==> src/rtl/sm_pkg.sv <==
`default_nettype none
// ============================================================================
// Module      : sm_pkg
// Description : Shared definitions for the surveillance-module ingress path.
//               Covers the DII flit type, header/payload geometry, the
//               debug-event flag encoding and the event filter state enum.
// Revision    : 1.0 - initial release
// ============================================================================
package sm_pkg;

  // Packet geometry: 3 header flits (dest, src, flags) then 3 payload flits
  localparam int DII_HDR_LEN = 3;
  localparam int PAYLOAD_LEN = 3;

  // Flags flit layout for a debug-event write
  localparam int FLAG_TYPE_MSB    = 15;
  localparam int FLAG_TYPE_LSB    = 14;
  localparam int FLAG_SUBTYPE_MSB = 13;
  localparam int FLAG_SUBTYPE_LSB = 10;

  localparam logic [1:0] EVT_TYPE    = 2'b10;
  localparam logic [3:0] EVT_SUBTYPE = 4'h0;

  typedef struct packed {
    logic        valid;
    logic        last;
    logic [15:0] data;
  } dii_flit;

  typedef enum logic [3:0] {
    ST_DEST  = 4'd0,
    ST_SRC   = 4'd1,
    ST_FLAGS = 4'd2,
    ST_PAY0  = 4'd3,
    ST_PAY1  = 4'd4,
    ST_PAY2  = 4'd5,
    ST_DROP  = 4'd6,
    ST_EMIT0 = 4'd7,
    ST_EMIT1 = 4'd8,
    ST_EMIT2 = 4'd9
  } sm_event_filter_state_t;

  // True when the flags flit marks a debug-event register write
  function automatic logic is_write_event(input logic [15:0] flags);
    return (flags[FLAG_TYPE_MSB:FLAG_TYPE_LSB] == EVT_TYPE) &&
           (flags[FLAG_SUBTYPE_MSB:FLAG_SUBTYPE_LSB] == EVT_SUBTYPE);
  endfunction

endpackage
`default_nettype wire

==> src/rtl/sm_sat_counter.sv <==
`default_nettype none
// ============================================================================
// Module      : sm_sat_counter
// Description : Up-counter that sticks at its all-ones value instead of
//               wrapping.
// Ports       : clk  - clock
//               rst  - asynchronous active-high reset (count -> 0)
//               inc  - count one event this cycle
//               cnt  - current count
// Revision    : 1.0 - initial release
// ============================================================================
module sm_sat_counter #(
  parameter int WIDTH = 16
) (
  input  logic             clk,
  input  logic             rst,
  input  logic             inc,
  output logic [WIDTH-1:0] cnt
);

  localparam logic [WIDTH-1:0] C_MAX = {WIDTH{1'b1}};
  localparam logic [WIDTH-1:0] C_ONE = {{(WIDTH-1){1'b0}}, 1'b1};

  always_ff @(posedge clk or posedge rst) begin
    if (rst) begin
      cnt <= '0;
    end else if (inc && (cnt != C_MAX)) begin
      cnt <= cnt + C_ONE;
    end
  end

endmodule
`default_nettype wire

==> src/rtl/sm_event_filter.sv <==
`default_nettype none
// ============================================================================
// Module      : sm_event_filter
// Description : Ingress filter for the surveillance-module config path.
//               Keeps only debug-event writes addressed to MOD_ID, strips
//               the 3-flit header, checks the payload is exactly 3 flits and
//               replays it as a 3-cycle burst (addr, lo, hi+last).
//               Optional macro SM_EVENT_FILTER_SRC_CHECK_EN restricts the
//               accepted source address to ALLOWED_SRC.
// Ports       : clk          - clock
//               rst          - asynchronous active-high reset
//               dii_in       - packet stream from the debug ring
//               dii_in_ready - input flit consumed when valid && ready
//               dii_out      - cleaned write burst (no backpressure)
//               accepted_cnt - saturating count of forwarded writes
//               dropped_cnt  - saturating count of discarded packets
// Revision    : 1.0 - initial release
// ============================================================================
module sm_event_filter
  import sm_pkg::*;
#(
  parameter logic [15:0] MOD_ID      = 16'h0000,
  parameter logic [15:0] ALLOWED_SRC = 16'h0000
) (
  input  logic        clk,
  input  logic        rst,
  input  dii_flit     dii_in,
  output logic        dii_in_ready,
  output dii_flit     dii_out,
  output logic [15:0] accepted_cnt,
  output logic [15:0] dropped_cnt
);

  sm_event_filter_state_t state, state_nxt;

  logic [15:0] buf_addr;
  logic [15:0] buf_lo;
  logic [15:0] buf_hi;
  logic        consume;
  logic        drop_inc;
  logic        acc_inc;
  logic        src_mismatch;

  assign consume = dii_in.valid && dii_in_ready;

`ifdef SM_EVENT_FILTER_SRC_CHECK_EN
  // Captured while the source flit is consumed, consulted one flit later
  always_ff @(posedge clk or posedge rst) begin
    if (rst) begin
      src_mismatch <= 1'b0;
    end else if (consume && (state == ST_SRC)) begin
      src_mismatch <= (dii_in.data != ALLOWED_SRC);
    end
  end
`else
  logic unused_allowed_src;
  assign src_mismatch       = 1'b0;
  assign unused_allowed_src = ^ALLOWED_SRC;
`endif

  // --------------------------------------------------------------------------
  // State register
  // --------------------------------------------------------------------------
  always_ff @(posedge clk or posedge rst) begin
    if (rst) begin
      state <= ST_DEST;
    end else begin
      state <= state_nxt;
    end
  end

  // --------------------------------------------------------------------------
  // Next-state logic; a packet is counted as dropped on its last flit
  // --------------------------------------------------------------------------
  always_comb begin
    state_nxt = state;
    drop_inc  = 1'b0;
    case (state)
      ST_DEST: begin
        if (consume) begin
          if (dii_in.last) begin
            drop_inc = 1'b1;
          end else if (dii_in.data == MOD_ID) begin
            state_nxt = ST_SRC;
          end else begin
            state_nxt = ST_DROP;
          end
        end
      end
      ST_SRC: begin
        if (consume) begin
          if (dii_in.last) begin
            drop_inc  = 1'b1;
            state_nxt = ST_DEST;
          end else begin
            state_nxt = ST_FLAGS;
          end
        end
      end
      ST_FLAGS: begin
        if (consume) begin
          if (dii_in.last) begin
            drop_inc  = 1'b1;
            state_nxt = ST_DEST;
          end else if (is_write_event(dii_in.data) && !src_mismatch) begin
            state_nxt = ST_PAY0;
          end else begin
            state_nxt = ST_DROP;
          end
        end
      end
      ST_PAY0, ST_PAY1: begin
        if (consume) begin
          if (dii_in.last) begin
            drop_inc  = 1'b1;
            state_nxt = ST_DEST;
          end else begin
            state_nxt = (state == ST_PAY0) ? ST_PAY1 : ST_PAY2;
          end
        end
      end
      ST_PAY2: begin
        if (consume) begin
          state_nxt = dii_in.last ? ST_EMIT0 : ST_DROP;
        end
      end
      ST_DROP: begin
        if (consume && dii_in.last) begin
          drop_inc  = 1'b1;
          state_nxt = ST_DEST;
        end
      end
      ST_EMIT0: state_nxt = ST_EMIT1;
      ST_EMIT1: state_nxt = ST_EMIT2;
      ST_EMIT2: state_nxt = ST_DEST;
      default:  state_nxt = ST_DEST;
    endcase
  end

  // --------------------------------------------------------------------------
  // Outputs: decoded from the registered state only
  // --------------------------------------------------------------------------
  always_comb begin
    dii_in_ready = 1'b1;
    dii_out      = '0;
    acc_inc      = 1'b0;
    case (state)
      ST_EMIT0: begin
        dii_in_ready = 1'b0;
        dii_out      = '{valid: 1'b1, last: 1'b0, data: buf_addr};
      end
      ST_EMIT1: begin
        dii_in_ready = 1'b0;
        dii_out      = '{valid: 1'b1, last: 1'b0, data: buf_lo};
      end
      ST_EMIT2: begin
        dii_in_ready = 1'b0;
        dii_out      = '{valid: 1'b1, last: 1'b1, data: buf_hi};
        acc_inc      = 1'b1;
      end
      default: ;
    endcase
  end

  // --------------------------------------------------------------------------
  // Payload capture
  // --------------------------------------------------------------------------
  always_ff @(posedge clk or posedge rst) begin
    if (rst) begin
      buf_addr <= '0;
      buf_lo   <= '0;
      buf_hi   <= '0;
    end else if (consume) begin
      if (state == ST_PAY0) buf_addr <= dii_in.data;
      if (state == ST_PAY1) buf_lo   <= dii_in.data;
      if (state == ST_PAY2) buf_hi   <= dii_in.data;
    end
  end

  sm_sat_counter #(.WIDTH(16)) u_accepted_cnt (
    .clk (clk),
    .rst (rst),
    .inc (acc_inc),
    .cnt (accepted_cnt)
  );

  sm_sat_counter #(.WIDTH(16)) u_dropped_cnt (
    .clk (clk),
    .rst (rst),
    .inc (drop_inc),
    .cnt (dropped_cnt)
  );

endmodule
`default_nettype wire

==> config.mk <==
export PLATFORM = sky130hd
export DESIGN_NAME = sm_event_filter
export DESIGN_NICKNAME = d
export VERILOG_FILES = /design/src/rtl/sm_pkg.sv /design/src/rtl/sm_sat_counter.sv /design/src/rtl/sm_event_filter.sv
export SDC_FILE = /design/constraint.sdc
export NUM_CORES = 1
export LEC_CHECK = 0
export CORE_MARGIN = 3
export CORE_UTILIZATION = 45
export CTS_CLUSTER_DIAMETER = 40
export DETAILED_ROUTE_END_ITERATION = 7
export PLACE_DENSITY = 0.69
export SYNTH_ARGS = -nofsm -noshare
export SYNTH_HDL_FRONTEND = slang
export SYNTH_HIERARCHICAL = 1
export SYNTH_SLANG_ARGS = --single-unit
==> constraint.sdc <==
create_clock -name clk -period 3.2 [get_ports clk]
set_input_delay 0.64 -clock clk [delete_from_list [all_inputs] [get_ports clk]]
set_output_delay 0.64 -clock clk [all_outputs]
set_load 0.02 [all_outputs]
==> impl_metrics.env <==
export IMPL_port_buffer_count=70
export IMPL_hp_start="buf_lo[14]"
export IMPL_grt_max_degree=21
export IMPL_antenna_cells=0
export IMPL_layout_nets=461
export IMPL_worst_slew_pin_slew_ps=633
export IMPL_wl_met2_um=4420
export IMPL_path_class="register to primary output"
export IMPL_place_gp_congestion=0.864
export IMPL_start_util_pct=47.3
export IMPL_crit_family="buffers and inverters"
export IMPL_setup_violations=0
export IMPL_fin_cells=551
export IMPL_drive_gt1_share_pct=21.9
export IMPL_p_per_area_nw_per_um2=753
export IMPL_r2r_start="state[0]"
export IMPL_r2r_end="u_accepted_cnt/cnt[14]"
export IMPL_htreeDepth=3
export IMPL_status="finished, final reports clean"
export IMPL_gr_total_overflow=0
export IMPL_fin_tns_setup_ps=0
export IMPL_synth_cell_types=48
export IMPL_r2r_setup_slack_ps=930
export IMPL_wl_per_cell_um=16.8
export IMPL_synth_common_cells="84 x dfrtp_1, 47 x nand2_1, 33 x mux2_2"
export IMPL_area_delta_synth_final_pct=26.1
export IMPL_leakage_nw=2.34
export IMPL_viasPerCell=5.52
export IMPL_numCtsBuffers=9
export IMPL_final_util_pct=59.6
export IMPL_drtPass1Iterations=4
export IMPL_synth_most_common_cell="dfrtp_1"
export IMPL_die_h_um=103
export IMPL_fmax_mhz=332
export IMPL_hold_depth=1
export IMPL_antenna_found_initial=0
export IMPL_finalInstanceArea_um2=5330
export IMPL_drc=0
export IMPL_syn_avg_cell_area_um2=11.8
export IMPL_coreArea_um2=8930
export IMPL_max_cap_violations=0
export IMPL_critical_path_cell_chain="inv_2 > nor4b_4 > buf_12 > a22oi_1 > nand2_1 > clkdlybuf4s50_1"
export IMPL_drtAntennaViolNets=0
export IMPL_post_place_ws_ps=451
export IMPL_synthArstFlopShare_pct=100
export IMPL_drt_initial_drc_count=89
export IMPL_core_rowCount=34
export IMPL_netlist_area_um2=4230
export IMPL_crit_arrival_ps=2370
export IMPL_die_w_um=103
export IMPL_synth_nets=379
export IMPL_wl_met1_um=4300
export IMPL_fin_worst_skew_ps=12.1
export IMPL_cp_start_kind="register"
export IMPL_clock_latency_ps=350
export IMPL_num_vias=3041
export IMPL_cp_required_ps=2560
export IMPL_ir_drop_mv=0.488
export IMPL_dieArea_um2=10600
export IMPL_ys_flop_type="dfrtp_1"
export IMPL_dp_cells=536
export IMPL_critPathBufInv=3
export IMPL_total_power_mw=4.01
export IMPL_grt_first_pass_wirelength_um=15200
export IMPL_hold_path_end="buf_lo[14]"
export IMPL_reg2reg_depth=7
export IMPL_clock_sinks=84
export IMPL_top_layer="met4"
export IMPL_synth_top_area_share_pct=49.7
export IMPL_hold_viol_final=0
export IMPL_netlist_instances=357
export IMPL_yosysTopAreaCell="dfrtp_1"
export IMPL_max_stage_delay_ps=610
export IMPL_first_global_vias=3011
export IMPL_holdWs_ps=500
export IMPL_synth_warnings=6
export IMPL_slew_headroom_pct=57.8
export IMPL_drt_wl_total_um=9240
export IMPL_period_share_pct=94.1
export IMPL_tritoncts="yes"
export IMPL_cts_root_buf="clkbuf_8"
export IMPL_dr_wl_met3_um=421
export IMPL_rsz0062_at_grt="false"
export IMPL_slowest_stage="clkdlybuf4s50_1"
export IMPL_clk_pin_slew_ps=70
export IMPL_worst_slack_ps=188
export IMPL_synth_edf_count=0
export IMPL_crit_path_start="state[0]"
export IMPL_dp_hpwl_um=6580
export IMPL_synth_seq_cells=84
export IMPL_grt_use_total_pct=18.5
export IMPL_worstSetupEndpointType="primary output"
export IMPL_io_pins=71
export IMPL_cts_setup_buffers=0
export IMPL_cp_max_fo=20
export IMPL_maxSlewViolCount=0
export IMPL_yosysSeqAreaShare_pct=49.7
export IMPL_clock_path_buffers=2
export IMPL_min_period_ps=3010
export IMPL_ys_top_cells_by_area="dfrtp_1 50%, mux2_2 8.8%, xnor2_1 4.8%"
export IMPL_placedInstanceArea_um2=5080
export IMPL_hp_class="register to register"
area by class of cell:
cell class                      instances  area (µm²)
Inverter                                9        33.8
Tap cell                              108         135
Clock inverter                          4        97.6
Multi-Input combinational cell        252        2010
Sequential cell                        84        2100
Timing Repair Buffer                   83         811
Fill cell                             756        3600
Clock buffer                           11         141
worst max-delay path by stage:
stage | end | cells past startpoint
finish | dii_out[14] | 6
global route | dii_out[14] | 6
CTS | dii_out[15] | 7
detailed placement | u_dropped_cnt/cnt[14] | 7
global placement | dii_out[15] | 7
floorplan | u_dropped_cnt/cnt[14] | 7
logic make-up after synthesis:
group,synth area share (%)
simple gates,20.7
flops,49.7
mux,15.2
compound gates,6.13
xor+xnor,4.77
buf+inv,2.87
fa+ha+maj,0.592
per-layer routing:
layer | vias up | track usage, %
met5 | - | 0
met4 | 0 | 5.08
met3 | 9 | 3.79
met2 | 66 | 28.3
met1 | 1504 | 26.9
li1 | 1462 | -
registers in the layout, summed over array words and instances, names as in the netlist:
name / cells
u_accepted_cnt/cnt: 16
buf_addr: 16
u_dropped_cnt/cnt: 16
state: 4
buf_hi: 16
buf_lo: 16
cell usage in the layout, fill, tap and decap left out, drive strengths merged, types with 6 or more instances in the layout:
cell type / synthesis / routed
dfrtp: 84 / 84
clkdlybuf4s50: 0 / 70
mux2: 52 / 52
nand2: 49 / 49
xnor2: 23 / 23
nand4: 20 / 20
a22oi: 16 / 16
nand3: 14 / 14
buf: 12 / 13
clkbuf: 0 / 11
and3: 11 / 11
a21oi: 10 / 10
nor2: 10 / 10
inv: 9 / 9
and4: 8 / 8
nor4: 6 / 6
where the power goes:
group | switching, mW | internal, mW
registers | 0.270 | 1.44
logic | 0.660 | 0.739
clock network | 0.368 | 0.536
total | 1.30 | 2.72
repair_timing:
action                                  4_1_cts  5_1_grt
hold buffers                                  0        0
endpoints found under the setup margin        0       16
hold endpoints to repair                      0        0
resized for setup                             0        3
Note: power is estimated with default switching activity, not from simulation.
